--- src/rtl/imem_loader_pkg.sv ---
// Shared definitions for the instruction-memory loader: FSM encoding and
// default memory geometry.
package imem_loader_pkg;

    localparam int DEFAULT_DEPTH_WORDS = 1024;
    localparam int WORD_COUNT_W        = 11;
    localparam int BYTES_PER_WORD      = 4;

    typedef enum logic [1:0] {
        IDLE    = 2'd0,
        COLLECT = 2'd1,
        WRITE   = 2'd2,
        FINISH  = 2'd3
    } state_t;

endpackage

--- src/rtl/imem_loader_if.sv ---
// Byte-stream input and instruction-memory write port of the loader.
// The master side is the loader itself.
interface imem_loader_if #(
    parameter int AW = 32
);
    logic          byte_valid;
    logic [7:0]    byte_data;
    logic          byte_ready;
    logic          imem_we;
    logic [AW-1:0] imem_addr;
    logic [31:0]   imem_wdata;

    modport master (
        input  byte_valid, byte_data,
        output byte_ready, imem_we, imem_addr, imem_wdata
    );

    modport slave (
        output byte_valid, byte_data,
        input  byte_ready, imem_we, imem_addr, imem_wdata
    );
endinterface

--- src/rtl/imem_word_packer.sv ---
// Assembles four bytes, most-significant first, into a 32-bit word and flags
// the byte that completes it.
module imem_word_packer (
    input  logic        clk,
    input  logic        rst_n,
    input  logic        clear,
    input  logic        shift_en,
    input  logic [7:0]  byte_in,
    output logic [31:0] word,
    output logic        last
);

    logic [1:0] byte_cnt;

    assign last = shift_en && (byte_cnt == 2'd3);

    // NOTE: registers use non-blocking assignments so every flop samples pre-edge values.
    always_ff @(posedge clk or negedge rst_n) begin
        if (!rst_n) begin
            word     <= '0;
            byte_cnt <= '0;
        end else if (clear) begin
            word     <= '0;
            byte_cnt <= '0;
        end else if (shift_en) begin
            word     <= {word[23:0], byte_in};
            byte_cnt <= byte_cnt + 2'd1;
        end
    end

endmodule

--- src/rtl/imem_loader.sv ---
// Streams program bytes into instruction memory one word at a time while
// holding the CPU off the memory.
module imem_loader
    import imem_loader_pkg::*;
#(
    parameter int DEPTH_WORDS = DEFAULT_DEPTH_WORDS,
    parameter int AW          = 32
) (
    input  logic                    clk,
    input  logic                    rst_n,
    input  logic                    load_start,
    input  logic [AW-1:0]           base_addr,
    input  logic [WORD_COUNT_W-1:0] word_count,
    input  logic                    abort,
    imem_loader_if.master           bus,
    output logic                    cpu_hold,
    output logic                    busy,
    output logic                    done,
    output logic                    err
);

    localparam logic [AW:0] WRAP_BYTES  = (AW+1)'(BYTES_PER_WORD * DEPTH_WORDS);
    localparam logic [31:0] DEPTH_LIMIT = 32'(DEPTH_WORDS);

    state_t                  state;
    logic [AW-1:0]           addr_q;
    logic [AW-1:0]           addr_next;
    logic [WORD_COUNT_W-1:0] target_q;
    logic [WORD_COUNT_W-1:0] written_q;
    logic [WORD_COUNT_W-1:0] written_inc;
    logic                    ready_q;
    logic                    we_q;
    logic                    count_too_big;
    logic                    pk_clear;
    logic                    pk_shift;
    logic                    pk_last;
    logic [31:0]             pk_word;

    // Address wraps within the memory image, independent of where the load began.
    assign addr_next     = AW'(({1'b0, addr_q} + (AW+1)'(BYTES_PER_WORD)) % WRAP_BYTES);
    assign written_inc   = written_q + 1'b1;
    assign count_too_big = 32'(word_count) > DEPTH_LIMIT;

    assign pk_shift = bus.byte_valid && ready_q;
    assign pk_clear = (state == IDLE) || abort;

    imem_word_packer u_packer (
        .clk      (clk),
        .rst_n    (rst_n),
        .clear    (pk_clear),
        .shift_en (pk_shift),
        .byte_in  (bus.byte_data),
        .word     (pk_word),
        .last     (pk_last)
    );

    assign bus.byte_ready = ready_q;
    assign bus.imem_we    = we_q;
    assign bus.imem_addr  = addr_q;
    assign bus.imem_wdata = pk_word;
    assign cpu_hold       = busy;

    always_ff @(posedge clk or negedge rst_n) begin
        if (!rst_n) begin
            state     <= IDLE;
            addr_q    <= '0;
            target_q  <= '0;
            written_q <= '0;
            ready_q   <= 1'b0;
            we_q      <= 1'b0;
            busy      <= 1'b0;
            done      <= 1'b0;
            err       <= 1'b0;
        end else begin
            // NOTE: pulse outputs default low here so each assignment below lasts one cycle.
            we_q <= 1'b0;
            done <= 1'b0;
            err  <= 1'b0;
            unique case (state)
                IDLE: begin
                    if (!abort && load_start) begin
                        if (word_count == '0) begin
                            state <= FINISH;
                            busy  <= 1'b1;
                            done  <= 1'b1;
                        end else if (count_too_big) begin
                            err <= 1'b1;
                        end else begin
                            state     <= COLLECT;
                            addr_q    <= base_addr & ~AW'(3);
                            target_q  <= word_count;
                            written_q <= '0;
                            ready_q   <= 1'b1;
                            busy      <= 1'b1;
                        end
                    end
                end
                COLLECT: begin
                    if (abort) begin
                        state   <= IDLE;
                        ready_q <= 1'b0;
                        busy    <= 1'b0;
                        err     <= 1'b1;
                    end else if (pk_last) begin
                        state   <= WRITE;
                        ready_q <= 1'b0;
                        we_q    <= 1'b1;
                    end
                end
                WRITE: begin
                    addr_q    <= addr_next;
                    written_q <= written_inc;
                    if (abort) begin
                        state <= IDLE;
                        busy  <= 1'b0;
                        err   <= 1'b1;
                    end else if (written_inc == target_q) begin
                        state <= FINISH;
                        done  <= 1'b1;
                    end else begin
                        state   <= COLLECT;
                        ready_q <= 1'b1;
                    end
                end
                FINISH: begin
                    state <= IDLE;
                    busy  <= 1'b0;
                end
            endcase
        end
    end

endmodule
--- src/flat_wrapper.sv ---
// flat-port wrapper written by rule: the top's interface ports become plain ports
module imem_loader_flat import imem_loader_pkg::*;
#(
    parameter int DEPTH_WORDS = DEFAULT_DEPTH_WORDS,
    parameter int AW          = 32
)
  (clk, rst_n, load_start, base_addr, word_count, abort, cpu_hold, busy, done, err, bus_byte_valid, bus_byte_data, bus_byte_ready, bus_imem_we, bus_imem_addr, bus_imem_wdata);
  imem_loader_if #(.AW(AW)) bus_i ();
  input  logic clk;
  input  logic rst_n;
  input  logic load_start;
  input  logic [AW-1:0] base_addr;
  input  logic [WORD_COUNT_W-1:0] word_count;
  input  logic abort;
  output logic cpu_hold;
  output logic busy;
  output logic done;
  output logic err;
  input wire logic [$bits(bus_i.byte_valid)-1:0] bus_byte_valid;
  input wire logic [$bits(bus_i.byte_data)-1:0] bus_byte_data;
  output wire logic [$bits(bus_i.byte_ready)-1:0] bus_byte_ready;
  output wire logic [$bits(bus_i.imem_we)-1:0] bus_imem_we;
  output wire logic [$bits(bus_i.imem_addr)-1:0] bus_imem_addr;
  output wire logic [$bits(bus_i.imem_wdata)-1:0] bus_imem_wdata;
  assign bus_i.byte_valid = bus_byte_valid;
  assign bus_i.byte_data = bus_byte_data;
  assign bus_byte_ready = bus_i.byte_ready;
  assign bus_imem_we = bus_i.imem_we;
  assign bus_imem_addr = bus_i.imem_addr;
  assign bus_imem_wdata = bus_i.imem_wdata;
  imem_loader #(.DEPTH_WORDS(DEPTH_WORDS), .AW(AW)) u_core (.clk(clk), .rst_n(rst_n), .load_start(load_start), .base_addr(base_addr), .word_count(word_count), .abort(abort), .bus(bus_i), .cpu_hold(cpu_hold), .busy(busy), .done(done), .err(err));
endmodule
--- config.mk ---
export PLATFORM = sky130hd
export DESIGN_NAME = imem_loader_flat
export DESIGN_NICKNAME = d
export VERILOG_FILES = /design/src/rtl/imem_loader_pkg.sv /design/src/rtl/imem_loader_if.sv /design/src/rtl/imem_word_packer.sv /design/src/rtl/imem_loader.sv /design/src/flat_wrapper.sv
export SDC_FILE = /design/constraint.sdc
export NUM_CORES = 1
export LEC_CHECK = 0
export BUFFER_PORTS_ARGS = -buffer_cell sky130_fd_sc_hd__buf_2
export CORE_MARGIN = 5
export CORE_UTILIZATION = 50
export DETAILED_ROUTE_END_ITERATION = 8
export PLACE_DENSITY = 0.77
export SYNTH_ARGS = -nofsm -noshare
export SYNTH_HDL_FRONTEND = slang
export SYNTH_SLANG_ARGS = --single-unit
--- constraint.sdc ---
create_clock -name clk -period 5.8 [get_ports clk]
set_clock_uncertainty 0.1 [all_clocks]
set_input_delay 0.87 -clock clk [delete_from_list [all_inputs] [get_ports clk]]
set_output_delay 0.87 -clock clk [all_outputs]
set_load 0.02 [all_outputs]
==> results of run 1 <==
-- worst register-to-register path: cells and delay by family (launching register included) --
kind	cells	cell delay, ns
adder cells (fa/ha/maj)	1	0.33
flip-flops	1	0.42
AND/OR/NAND/NOR	5	1.46
AO/OA/AOI/OAI	1	0.26
buffers and inverters	2	0.40
-- sequential cells by signal, summed over array words and instances, names as in the netlist --
name	flops
u_core.busy	1
u_core.u_packer.byte_cnt	2
u_core.written_q	11
u_core.done	1
u_core.bus.imem_we	1
u_core.u_packer.word	32
u_core.bus.byte_ready	1
u_core.bus.imem_addr	30
u_core.err	1
u_core.target_q	11
u_core.state	2
-- cell usage in the layout (no fill, tap or decap), types with 10 or more instances in the layout --
| cell type | synthesis | final |
|---|---|---|
| mux2_2 | 17 | 17 |
| dfrtp_1 | 93 | 93 |
| o21ai_0 | 23 | 23 |
| nand3_1 | 13 | 13 |
| buf_2 | 5 | 120 |
| inv_1 | 10 | 10 |
| a21oi_1 | 45 | 45 |
| nand2_1 | 89 | 89 |
| xnor2_1 | 15 | 15 |
| a22o_1 | 26 | 26 |
| nor2_1 | 11 | 11 |
-- layout make-up --
type,count,area [µm²]
fillers,767,3440
flip-flops and latches,93,2327
multi-input cells,314,1937
repair buffers,127,653.1
well taps,108,135.1
clock buffers,9,123.9
clock inverters,7,67.56
inverters,10,37.54
-- power groups by stage --
| stage | Sequential (W) | Clock, W | Combinational [W] |
|---|---|---|---|
| 2_1_floorplan | 0.00110 | 0 | 0.000573 |
| 3_3_place_gp | 0.000978 | 0 | 0.000941 |
| 3_5_place_dp | 0.000989 | 0 | 0.000967 |
| 4_1_cts | 0.000977 | 0.000430 | 0.000973 |
| 5_1_grt | 0.00100 | 0.000458 | 0.00106 |
| 6_report | 0.000977 | 0.000418 | 0.000961 |
-- layer usage --
| metal | share of wire, % | GRT usage, % | up-vias |
|---|---|---|---|
| li1 | - | - | 1772 |
| met1 | 42 | 25.21 | 1765 |
| met2 | 49 | 31.49 | 107 |
| met3 | 7.5 | 6.289 | 17 |
| met4 | 1.8 | 7.031 | 0 |
| met5 | 0 | 0 | - |
-- metrics by stage --
step | util, % | setup WS, ns | std cells | hold slack, ns
floorplan | - | 2.972 | 450 | 0.3884
global placement | 58.36 | 2.106 | 652 | 0.3838
detailed placement | 58.36 | 2.059 | 652 | 0.3869
CTS | 60.56 | 2.446 | 668 | 0.4169
global route | 60.56 | 2.262 | 668 | 0.4307
finish | 60.56 | 2.413 | 668 | 0.4153
-- how the worst max path moves through the flow --
stage	start	end	slack, ns	cells after the start
floorplan	word_count[7]	u_core.target_q[10]	2.97	7
global placement	word_count[1]	u_core.bus.byte_ready	2.11	8
detailed placement	word_count[1]	u_core.bus.byte_ready	2.06	8
CTS	word_count[1]	u_core.written_q[9]	2.45	8
global route	word_count[1]	u_core.written_q[9]	2.26	8
finish	word_count[1]	u_core.written_q[5]	2.41	8
-- logic make-up after synthesis --
logic type,Yosys count
and+or+nand+nor,144
AOI/OAI and AO/OA,119
DFF,93
buffers and inverters,43
muxes,25
xor gates and xnor gates,17
adders and majority gates,7
other,1
==> impl_metrics.ini, run 1 <==
[floorplanning]
coreArea_um2 = 8721
start_util_pct = 51.26
die_height_um = 104.6
die-area_um2 = 10930
io_pins = 126
die_w_um = 104.6
fp-row-count = 34

[drt]
via_per_inst = 5.481
drt_iter0_drc = 165
wl_per_cell_um = 15.87
ant_nets = 0
vias = 3661
drt_pass1_iterations = 5
drc = 0
wl_mm = 10.60

[place]
hpwl_mm = 7.450
place_area_um2 = 5090
place.gp.congestion = 0.8605
numPortBuffers = 121

[pwr]
clkPwrFrac_pct = 17.7
cell_internal_pwr_w = 0.001371
pwr-share-seq_pct = 41.5
ir_worst_vdd_v = 0.0002495
cellPowerDensity_nw_per_um2 = 446.2
comb_power_share_pct = 40.8
p_sw_share_pct = 41.81
total_power_w = 0.002356
leakagePower_nw = 2.560
power.switching_w = 0.0009851

[timing]
finalCritPeriodShare_pct = 58.39
fmax_ghz = 0.2953
fin_crit_ns = 3.387
setup_viol = 0
finalSetupTns_ns = 0
drv_slew = 0
worst_slew_pin_slew_ns = 1.057
relSlewSlack_pct = 29.36
hold_viol = 0
rsz0062_at_grt = false

[synthesis]
ys.flop_type = dfrtp_1
syn_inst = 449
synth.area.mux_share_pct = 6.101
synth-compound-area-share_pct = 16.88
synth_top_cells_by_count = dfrtp_1, nand2_1, a21oi_1
ys_ff_latch = 93
synth_top_area_share_pct = 52.06
synth.area.top_cells = dfrtp_1, nand2_1, a22o_1, a21oi_1, mux2_2
synth_edf_count = 0
synthDistinctLibCells = 47
yosys.area.top_type = dfrtp_1
synthArstFlopShare_pct = 100.0
synth_area_per_cell_um2 = 9.957
yosysMostFrequentCell = dfrtp_1
synth_top_family_by_area = compound AO/OA/AOI/OAI gates
yosysSeqAreaShare_pct = 52.06
syn_area_um2 = 4471
synth-simple-area-share_pct = 14.89
synth-xor-area-share_pct = 3.331
synth_fa_ha_area_share_pct = 1.959
yosys_warnings = 0

[grt]
grt_overflow_total = 0
grt.total_usage_pct = 19.68
antenna_found_initial = 0
grt_max_degree = 49
grt_pass1_vias = 3576
grt_pass1_wl_mm = 17.82

[critical_path]
cp_slowest_cell = nand2b_1
rr_worst_depth = 9
critical_path_buf_inv_count = 2
timing_worst_setup_path_type = primary input to flip-flop
path_delay_family = simple AND/OR/NAND/NOR gates
cp_cell_sequence = buf_2 -> nor4_1 -> a31o_2 -> and3_1 -> buf_4 -> nand2b_1 -> nand2_1 -> o31ai_1
path_max_fanout = 24
cp.required_ns = 5.96
worstReg2RegStart = u_core.state[0]
worst_ep_arrival_time_ns = 3.55
cp_slowest_stage_delay_ns = 0.71
worst_setup_path_start_kind = primary input
r2r_slack_ns = 2.75
endpoint_kind = flip-flop
r2r_end = u_core.written_q[5]

[clock_network]
clk_pin_slew_ns = 0.09
cts_tree = yes
post_cts_resized = 0
insertion_delay_ns = 0.36
hold_buffers = 0
htree_levels = 3
cts.sinks = 93
post_cts_buffers = 0
cts_root_buf = clkbuf_8
clock_path_buffers = 2
cts_buffers = 9

[run]
max_cap_violations = 0

[cells_and_area]
drive_above_1_share_pct = 30.54
area_growth_pct = 18.14
nNetsFinal = 618
design_area_um2 = 5281
diodes = 0

[worst_hold_path]
hold_path_class = primary input to asynchronous set/reset pin

[status]
outcome = complete, no violations
No activity file was read; power rests on OpenSTA's default activity.
==> run 2: changes to the inputs <==
==> constraint.sdc (replaced) <==
create_clock -name clk -period 3.2 [get_ports clk]
set_clock_uncertainty 0.1 [all_clocks]
set_input_delay 0.48 -clock clk [delete_from_list [all_inputs] [get_ports clk]]
set_output_delay 0.48 -clock clk [all_outputs]
set_load 0.02 [all_outputs]
==> run 2 against run 1 <==
Effect of this change:
- flip-flop and latch count is the same
- sequential power grew 81%
- cell count grew 0.60%
- die area is the same
- count of clock-buffer cells in the layout is the same
- clock power grew 110%
- power grew 88%
- critical path type is now flip-flop to flip-flop
==> impl_metrics.ini, run 2 (synthesized netlist as in run 1, its figures left out) <==
[critical_path]
cp_slowest_cell = or4_4
worst_setup_path_start_kind = flip-flop
cp.required_ns = 3.34
worstReg2RegStart = u_core.written_q[0]
r2r_end = u_core.bus.byte_ready
path_common_cell = nand3_2
critical_path_buf_inv_count = 0
rr_worst_depth = 8
path_max_fanout = 6
timing_worst_setup_path_type = flip-flop to flip-flop
cp_slowest_stage_delay_ns = 0.56
endpoint_kind = flip-flop
cp_cell_sequence = ha_1 -> nand3_2 -> xnor2_1 -> nand4_1 -> or4_1 -> or4_4 -> nand3_2 -> mux2_1
path_delay_family = simple AND/OR/NAND/NOR gates
r2r_slack_ns = 0.29
worst_ep_arrival_time_ns = 3.05

[clock_network]
hold_buffers = 0
post_cts_resized = 0
post_cts_buffers = 0
cts_tree = yes
cts.sinks = 93
cts_root_buf = clkbuf_8
clk_pin_slew_ns = 0.10
clock_path_buffers = 2
insertion_delay_ns = 0.36
htree_levels = 3
cts_buffers = 9

[timing]
drv_slew = 0
setup_viol = 0
fin_crit_ns = 2.907
relSlewSlack_pct = 30.15
fmax_ghz = 0.3440
setup_ws_ns = 0.2928
finalSetupTns_ns = 0
whs_ns = 0.05124
rsz0062_at_grt = false
hold_viol = 0
finalCritPeriodShare_pct = 90.85
worst_slew_pin_slew_ns = 1.045

[cells_and_area]
diodes = 0
largest_reg_flops = 32
drive_above_1_share_pct = 31.03
nNetsFinal = 622
final_cell_mix = buf_2, dfrtp_1, nand2_1
area_growth_pct = 19.90
n_fill_cell = 745
regMostFlops = u_core.u_packer.word
final_common_cell = buf_2

[grt]
grt_pass1_wl_mm = 18.08
antenna_found_initial = 0
grt.total_usage_pct = 19.79
grt_overflow_total = 0
grt_max_degree = 52
grt_pass1_vias = 3621

[floorplanning]
coreArea_um2 = 8721
start_util_pct = 51.26
die_w_um = 104.6
io_pins = 126
die_height_um = 104.6
die-area_um2 = 10930
fp-row-count = 34

[drt]
wl_mm = 10.55
drc = 0
drt_iter0_drc = 129
via_per_inst = 5.485
drt_pass1_iterations = 4
wl_per_cell_um = 15.69
ant_nets = 0
vias = 3686

[run]
max_cap_violations = 0

[place]
pre_cts_ws_ns = 0.3214
place.gp.congestion = 0.8832
hpwl_mm = 7.583
numPortBuffers = 121

[status]
outcome = complete, no violations

[pwr]
cellPowerDensity_nw_per_um2 = 825.1
leakagePower_nw = 2.598
ir_worst_vdd_v = 0.0004313

[worst_hold_path]
hold_path_class = primary input to asynchronous set/reset pin
## run 2: changes by cell type in the layout (fill, tap and decap cells not counted)
cell	change
inv_6	+1
clkinv_2	-1
buf_12	+1
buf_4	+3
inv_8	-1
clkinv_8	-1
bufinv_16	+2
## run 2: through the flow
step	cell area, µm²	total power, W	util [%]	std cells
after global routing	5360	0.004733	61.46	672
after global placement	5132	0.003505	58.85	656
after CTS	5360	0.004461	61.46	672
after floorplan	4474	0.003028	-	450
after detailed placement	5132	0.003559	58.85	656
final	5360	0.004423	61.46	672
## run 2: final cells by class
class / instances / area [µm²] / area share, %
Clock buffer: 9 / 123.9 / 2.311
Clock inverter: 7 / 103.9 / 1.937
Inverter: 10 / 37.54 / 0.7003
Multi-Input combinational cell: 314 / 1937 / 36.13
Sequential cell: 93 / 2327 / 43.42
Tap cell: 108 / 135.1 / 2.521
Timing Repair Buffer: 131 / 695.7 / 12.98
## run 2: worst max path at each step
stage	from	endpoint	cells after the start
floorplan	u_core.written_q[0]	u_core.bus.byte_ready	8
global placement	u_core.written_q[0]	u_core.bus.byte_ready	8
detailed placement	u_core.written_q[0]	u_core.bus.byte_ready	8
CTS	u_core.written_q[0]	u_core.bus.byte_ready	8
global route	u_core.written_q[0]	u_core.bus.byte_ready	8
finish	u_core.written_q[0]	u_core.bus.byte_ready	8
## run 2: where the power goes
group	internal [W]	switching, W	total, W
registers	0.00149	0.000275	0.00177
clock network	0.000453	0.000442	0.000895
logic	0.000711	0.00105	0.00176
total	0.00266	0.00176	0.00442
## run 2: layer usage
layer	GRT usage [%]	vias to the layer above	share of wire (%)
li1	-	1783	-
met1	26.68	1779	43
met2	30.86	106	48
met3	5.672	18	7.6
met4	6.660	0	1.9
met5	0	-	0
